==> config.mk <==
export PLATFORM = sky130hd
export DESIGN_NAME = serial_pattern_generator
export DESIGN_NICKNAME = d
export VERILOG_FILES = /design/src/rtl/serial_pattern_pkg.sv /design/src/rtl/bit_down_counter.sv /design/src/rtl/serial_pattern_generator.sv
export SDC_FILE = /design/constraint.sdc
export NUM_CORES = 1
export LEC_CHECK = 0
export BUFFER_PORTS_ARGS = -buffer_cell sky130_fd_sc_hd__buf_4
export CORE_MARGIN = 2
export CORE_UTILIZATION = 49
export DETAILED_ROUTE_END_ITERATION = 7
export MAX_ROUTING_LAYER = met4
export PLACE_DENSITY = 0.72
export SLEW_MARGIN = 10
export SYNTH_ARGS = -nofsm -noshare
export SYNTH_HDL_FRONTEND = slang
export SYNTH_SLANG_ARGS = --single-unit
==> constraint.sdc <==
create_clock -name clock -period 1.48 [get_ports clock]
set_input_delay 0.296 -clock clock [delete_from_list [all_inputs] [get_ports clock]]
set_output_delay 0.296 -clock clock [all_outputs]
set_load 0.02 [all_outputs]
==> src/rtl/serial_pattern_pkg.sv <==
// Shared definitions for the serial pattern source: FSM states, default frame
// width and the canonical detector test patterns.
package serial_pattern_pkg;

  typedef enum logic {
    IDLE  = 1'b0,
    SHIFT = 1'b1
  } state_t;

  localparam int unsigned DEFAULT_WIDTH = 8;

  localparam logic [2:0] PAT_111   = 3'b111;
  localparam logic [2:0] PAT_001   = 3'b001;
  localparam logic [7:0] PAT_BENCH = 8'b00111110;

endpackage

==> src/rtl/bit_down_counter.sv <==
// Loadable down-counter with zero flag; tracks the bits still to be sent
// after the one currently on the serial output.
module bit_down_counter #(
  parameter int unsigned W = 4
) (
  input  logic         clock,
  input  logic         reset_n,
  input  logic         load,
  input  logic [W-1:0] load_val,
  input  logic         dec,
  output logic [W-1:0] count,
  output logic         zero
);

  always_ff @(posedge clock or negedge reset_n) begin
    if (!reset_n) begin
      count <= '0;
    end else if (load) begin
      count <= load_val;
    end else if (dec && (count != '0)) begin
      count <= count - W'(1);
    end
  end

  assign zero = (count == '0);

endmodule

==> src/rtl/serial_pattern_generator.sv <==
// Serial pattern source: accepts a word plus bit count on start/ready and
// shifts the selected bits out MSB-first, one per clock, with done on the last.
module serial_pattern_generator
  import serial_pattern_pkg::*;
#(
  parameter int unsigned WIDTH      = DEFAULT_WIDTH,
  parameter int unsigned LEN_W      = $clog2(WIDTH + 1),
  parameter logic        IDLE_LEVEL = 1'b0
) (
  input  logic             clock,
  input  logic             reset_n,
  input  logic             start,
  input  logic [WIDTH-1:0] data,
  input  logic [LEN_W-1:0] len,
  input  logic             abort,
  output logic             ready,
  output logic             o,
  output logic             o_valid,
  output logic             busy,
  output logic             done
);

  localparam logic [LEN_W-1:0] WIDTH_L = LEN_W'(WIDTH);

  state_t           state;
  logic [WIDTH-1:0] shreg;
  logic [WIDTH-1:0] aligned;
  logic [LEN_W-1:0] len_eff;
  logic [LEN_W-1:0] cnt;
  logic [LEN_W-1:0] cnt_load_val;
  logic             cnt_zero;
  logic             cnt_load;
  logic             cnt_dec;
  logic             accept;

  // Left-align the frame so bit len-1 sits at the MSB; shifting is then uniform.
  always_comb begin
    len_eff      = (len > WIDTH_L) ? WIDTH_L : len;
    aligned      = data << (WIDTH_L - len_eff);
    accept       = (state == IDLE) && start && (len != '0);
    cnt_load     = accept || ((state == SHIFT) && abort);
    cnt_load_val = accept ? (len_eff - LEN_W'(1)) : '0;
    cnt_dec      = (state == SHIFT) && !abort && !cnt_zero;
  end

  bit_down_counter #(
    .W (LEN_W)
  ) u_cnt (
    .clock    (clock),
    .reset_n  (reset_n),
    .load     (cnt_load),
    .load_val (cnt_load_val),
    .dec      (cnt_dec),
    .count    (cnt),
    .zero     (cnt_zero)
  );

  always_ff @(posedge clock or negedge reset_n) begin
    if (!reset_n) begin
      state   <= IDLE;
      shreg   <= '0;
      o       <= IDLE_LEVEL;
      o_valid <= 1'b0;
      done    <= 1'b0;
    end else begin
      case (state)
        IDLE: begin
          if (accept) begin
            state   <= SHIFT;
            o       <= aligned[WIDTH-1];
            shreg   <= aligned << 1;
            o_valid <= 1'b1;
            done    <= (len_eff == LEN_W'(1));
          end
        end
        SHIFT: begin
          // done for the final bit was registered a cycle earlier, so a
          // last-cycle abort cannot retract it.
          if (abort || cnt_zero) begin
            state   <= IDLE;
            shreg   <= '0;
            o       <= IDLE_LEVEL;
            o_valid <= 1'b0;
            done    <= 1'b0;
          end else begin
            o     <= shreg[WIDTH-1];
            shreg <= shreg << 1;
            done  <= (cnt == LEN_W'(1));
          end
        end
        default: begin
          state <= IDLE;
        end
      endcase
    end
  end

  always_comb begin
    ready = (state == IDLE);
    busy  = (state == SHIFT);
  end

endmodule
; Word level (Yosys, flattened, before mapping)
; Index checks and enable logic that the tools add are counted.
[word_totals]
regBits = 16
inputBits = 16
[op_classes]
n_bitwise = 1
eq_ne = 4
muxes = 19
n_lt_le_gt_ge = 1
shifts = 1
n_addsub = 3
n_reduce_logical = 15
[op_table]
columns = cell, count
row1 = $mux W4, 4
row2 = $mux W8, 2
row3 = $pmux W8 S2, 1
row4 = $eq A4 B1 Y1 const B, 2
row5 = $mux W1, 8
row6 = $pmux W1 S2, 4
row7 = $reduce_bool A4 Y1, 2
row8 = $shl A8 B4 Y8, 1
row9 = $sub A4 B1 Y4 const B, 2
row10 = $logic_and A1 B1 Y1, 6
row11 = $gt A4 B4 Y1 const B, 1
row12 = $logic_not A4 Y1, 1
row13 = $ne A2 B1 Y1 const B, 2
row14 = $sub A4 B4 Y4 const A, 1
row15 = $logic_not A1 Y1, 2
row16 = $logic_or A1 B1 Y1, 2
row17 = $reduce_and A2 Y1, 1
row18 = $reduce_bool A2 Y1, 1
row19 = $not A1 Y1, 1

; Longest topological paths before layout
[logic_depth]
ltp_word = 6
depth_mapped = 9

; Cells and area by module
; From an unflattened synthesis, not the netlist that was laid out.
[hier_totals]
hier_cells = 143
hier_area_um2 = 1168.6
[by_module_without_submodules]
columns = mod, cells_each, area_each_um2, seq_area_each_um2, instances
row1 = serial_pattern_generator, 116, 898.4, 275.3, 1
row2 = bit_down_counter, 27, 270.3, 100.1, 1

; Least setup slack after synthesis
; Ideal clock, no wire load.
[synth_timing]
path_type = input-to-reg
from = in len[0]
to = reg shreg[4]
cell_stages = 7
required_time_ps = 1354
slack_ps = -528
setup_ps = 126
arrival_ps = 1882
n_path_buf = 2
cell_sequence = nor2b_1 -> buf_2 -> ha_1 -> clkbuf_1 -> mux4_2 -> a221oi_1 -> nor2_1
[synth_via]
elab_chain_cells = 6
[synth_lines]
columns = element, line
row1 = start: declaration, serial_pattern_generator.sv:14  ; input logic [LEN_W-1:0] len,
row2 = $gt A4 B4 Y1, serial_pattern_generator.sv:38  ; len_eff = (len > WIDTH_L) ? WIDTH_L : len;
row3 = $mux W4, serial_pattern_generator.sv:38
row4 = $sub A4 B4 Y4, serial_pattern_generator.sv:39  ; aligned = data << (WIDTH_L - len_eff);
row5 = $shl A8 B4 Y8, serial_pattern_generator.sv:39
row6 = $mux W8, serial_pattern_generator.sv:68  ; if (accept) begin
row7 = $pmux W8 S2, serial_pattern_generator.sv:66  ; case (state)
row8 = end signal: assignment, serial_pattern_generator.sv:71  ; shreg <= aligned << 1;
row9 = end signal: assignment, serial_pattern_generator.sv:87  ; shreg <= shreg << 1;
row10 = end: declaration, serial_pattern_generator.sv:26  ; logic [WIDTH-1:0] shreg;
; Several ways; a longest one is shown, not always the timed one. The select of a mux whose other input is x is not followed.
; A chain may end at the register's enable or synchronous reset.

; Worst setup path in the final report
[layout_timing]
from = reg u_cnt.count[1]
to = reg shreg[7]
[layout_via]
elab_chain_cells = 4
[layout_lines]
columns = element, line
row1 = start: declaration, bit_down_counter.sv:11  ; output logic [W-1:0] count,
row2 = start signal: assignment, bit_down_counter.sv:19  ; count <= load_val;
row3 = start signal: assignment, bit_down_counter.sv:21  ; count <= count - W'(1);
row4 = $logic_not A4 Y1, bit_down_counter.sv:25  ; assign zero = (count == '0);
row5 = $logic_or A1 B1 Y1, serial_pattern_generator.sv:79  ; if (abort || cnt_zero) begin
row6 = $mux W8, serial_pattern_generator.sv:79
row7 = $pmux W8 S2, serial_pattern_generator.sv:66
; No other way between the ends.

==> flow_metrics.py <==
metrics = {
    "synthesis": {
        "yosysTopAreaCellShare": 0.344,
        "ys_types": 40,
        "syn_avg_cell_area_sq_um": 9.73,
        "synth-seq-cells": 15,
        "yosysSeqAreaShare": 0.344,
        "yosys_warnings": 0,
        "synth_area_leader_cell": "dfrtp_1",
        "synthesis.instances": 112,
        "syn-num-nets": 132,
        "synth_area_sq_um": 1090,
        "ys_top_cells_by_area": "dfrtp_1 34%, mux4_2 10%, a21oi_1 6.0%",
    },
    "finish": {
        "drive_above_1_share": 0.623,
        "seqCellArea_sq_um": 377,
        "synthToLayoutAreaGrowth_pct": 58.0,
        "insertedDiodeCount": 0,
        "multiInputGateArea_sq_um": 863,
        "fillers": 127,
        "nNetsFinal": 180,
        "utilization": 0.801,
        "final_common_cell": "buf_4",
        "layout_common_cells": "42 x buf_4, 14 x nor2_1, 14 x dfrtp_1",
    },
    "worst_setup_path": {
        "crit_type": "reg2reg",
        "worstSetupStartpointType": "flip-flop",
        "worstSetupEndpointType": "flip-flop",
        "r2r_slack_ns": -0.11,
        "required_ns": 1.66,
        "arrival_ns": 1.77,
        "worstPathMaxFanout": 8,
    },
    "sta": {
        "drv_slew": 0,
        "fmax_mhz": 628,
        "worst_slack_ns": -0.112,
        "hold_viol": 0,
        "timing.final.setup_violations": 7,
        "worst_slew_pin_slew_ns": 0.516,
        "clock-skew-final_ns": 0.00260,
        "period_needed_ns": 1.59,
        "slew_headroom": 0.651,
        "min_period_over_period": 1.08,
        "fin_hold_ws_ns": 0.382,
        "grt_setup_unrepaired": "yes",
    },
    "status": {
        "violations": "setup timing",
        "status": "complete, but fails checks",
    },
    "clocking": {
        "cts_made_buffers": 3,
        "clk_pin_slew_ns": 0.09,
        "clockRootBuffer": "clkbuf_4",
        "cts-htree-levels": 1,
        "cts_buffer_depth": 2,
        "cts_tree": "done",
        "cts_num_sinks": 15,
        "clock_latency_ns": 0.30,
    },
    "die": {
        "die_w_microns": 51.2,
        "num_rows": 17,
        "ios": 21,
        "dieArea_sq_um": 2620,
        "core_area_sq_um": 2150,
        "start_util": 0.507,
        "die_h_microns": 51.2,
    },
    "detailed_routing": {
        "top_layer": "met4",
        "antenna_left": 0,
        "wl_met3_microns": 119,
        "vias": 1097,
        "wirelength_met1_microns": 1200,
        "dr_wl_met2_microns": 1950,
        "wire_per_inst_microns": 17.8,
        "wl_microns": 3330,
        "drt_iter0_markers": 23,
        "drc": 0,
        "drt_pre_antenna_iters": 4,
        "viasPerCell": 5.87,
    },
    "grt": {
        "antenna_found_initial": 0,
        "grt_max_degree": 16,
        "grt_pass1_wl_microns": 5140,
        "grt_pass1_vias": 1095,
        "gr-total-overflow": 0,
        "track_usage": 0.277,
    },
    "job": {
        "drv_cap": 0,
    },
    "place": {
        "detailed_place_hpwl_microns": 2340,
        "port_buffers": 20,
        "gp_congestion": 0.895,
        "dp_worst_setup_slack_ns": -0.350,
    },
    "worst_hold_path": {
        "hold_path.class": "in2async",
    },
    "power_and_ir_drop": {
        "ir_worst_vdd_mv": 1.22,
        "p_per_area_nw_per_um2": 1440,
        "p_leak_uw": 0.000746,
    },
}
Yosys cell counts (all sizes together):
| master | count |
|---|---|
| o22ai | 1 |
| a21o | 2 |
| nand2 | 6 |
| nor3 | 5 |
| or2 | 1 |
| o21bai | 2 |
| buf | 3 |
| a31oi | 1 |
| a22oi | 3 |
| nor4b | 1 |
| dfrtp | 15 |
| or4 | 1 |
| and4 | 2 |
| a221oi | 5 |
| and2 | 1 |
| a32oi | 1 |
| a41o | 1 |
| mux2i | 1 |
| and3 | 1 |
| clkbuf | 2 |
| xnor2 | 1 |
| mux2 | 1 |
| nor3b | 1 |
| a22o | 1 |
| mux4 | 5 |
| nand2b | 2 |
| a21oi | 14 |
| xor2 | 1 |
| inv | 5 |
| nor2 | 15 |
| nand3 | 2 |
| ha | 4 |
| o21ai | 3 |
| nor2b | 2 |
worst max-delay path: stages (launching register included):
cell      delay, ns
dfrtp_1        0.41
inv_2          0.09
ha_4           0.13
nor3b_4        0.23
nor3_4         0.07
buf_12         0.15
a221oi_2       0.27
a21oi_1        0.12
area by class of cell:
type / instances / area share
Inverter: 5 / 0.0145
Sequential cell: 15 / 0.219
Tap cell: 28 / 0.0203
Timing Repair Buffer: 48 / 0.229
Clock buffer: 3 / 0.0131
Clock inverter: 1 / 0.00291
Multi-Input combinational cell: 87 / 0.501
flip-flops by register name, indices dropped and copies added, names as in the netlist:
name,flops
busy,1
o,1
shreg,7
done,1
o_valid,1
u_cnt.count,4
final timing paths:
path,startpoint,endpoint,cells after the start
setup / recovery,u_cnt.count[1],shreg[7],7
hold reg to reg,o_valid,o_valid,1
max in group asynchronous,reset_n,busy,2
setup reg to reg,u_cnt.count[1],shreg[7],7
min in group clock,start,shreg[1],3
hold / removal,reset_n,o_valid,2
metal layers:
metal	vias up	global-route usage
met1	546	0.298
met5	-	-
met2	26	0.517
li1	517	-
met4	0	0.0811
met3	8	0.0468
power breakdown:
group          switching, uW  internal [uW]  total (uW)
clock                    146            101         246
combinational            775            749        1520
sequential               132            578         711
total                   1050           1430        2480
through the flow:
step	std cells	cell area, sq um	setup TNS [ns]	total power, uW
floorplan	112	1200	-1.78	1480
global placement	180	1530	-3.57	1910
detailed placement	180	1530	-3.87	1960
CTS	188	1650	-0.274	2320
global route	187	1720	-0.778	2620
finish	187	1720	-0.304	2480
what timing repair did:
action / in CTS / in global routing
pin swaps: 11 / 11
setup endpoints to repair: 12 / 14
setup buffers: 3 / 0
gates cloned: 0 / 0
gates resized for setup: 15 / 18
hold buffers: 1 / 0
hold endpoints to repair: 15 / 0
logic make-up (layout without fill, tap and decap cells):
| group | after synthesis | after routing | share of synthesized area |
|---|---|---|---|
| AO/OA/AOI/OAI | 34 | 34 | 0.219 |
| buffers and inverters | 10 | 57 | 0.0448 |
| multiplexers | 7 | 7 | 0.123 |
| flip-flops | 15 | 15 | 0.344 |
| XOR/XNOR | 2 | 2 | 0.0161 |
| AND/OR/NAND/NOR | 40 | 40 | 0.207 |
| adder cells (fa/ha/maj) | 4 | 4 | 0.0459 |
No activity file was read; power rests on OpenSTA's default activity.
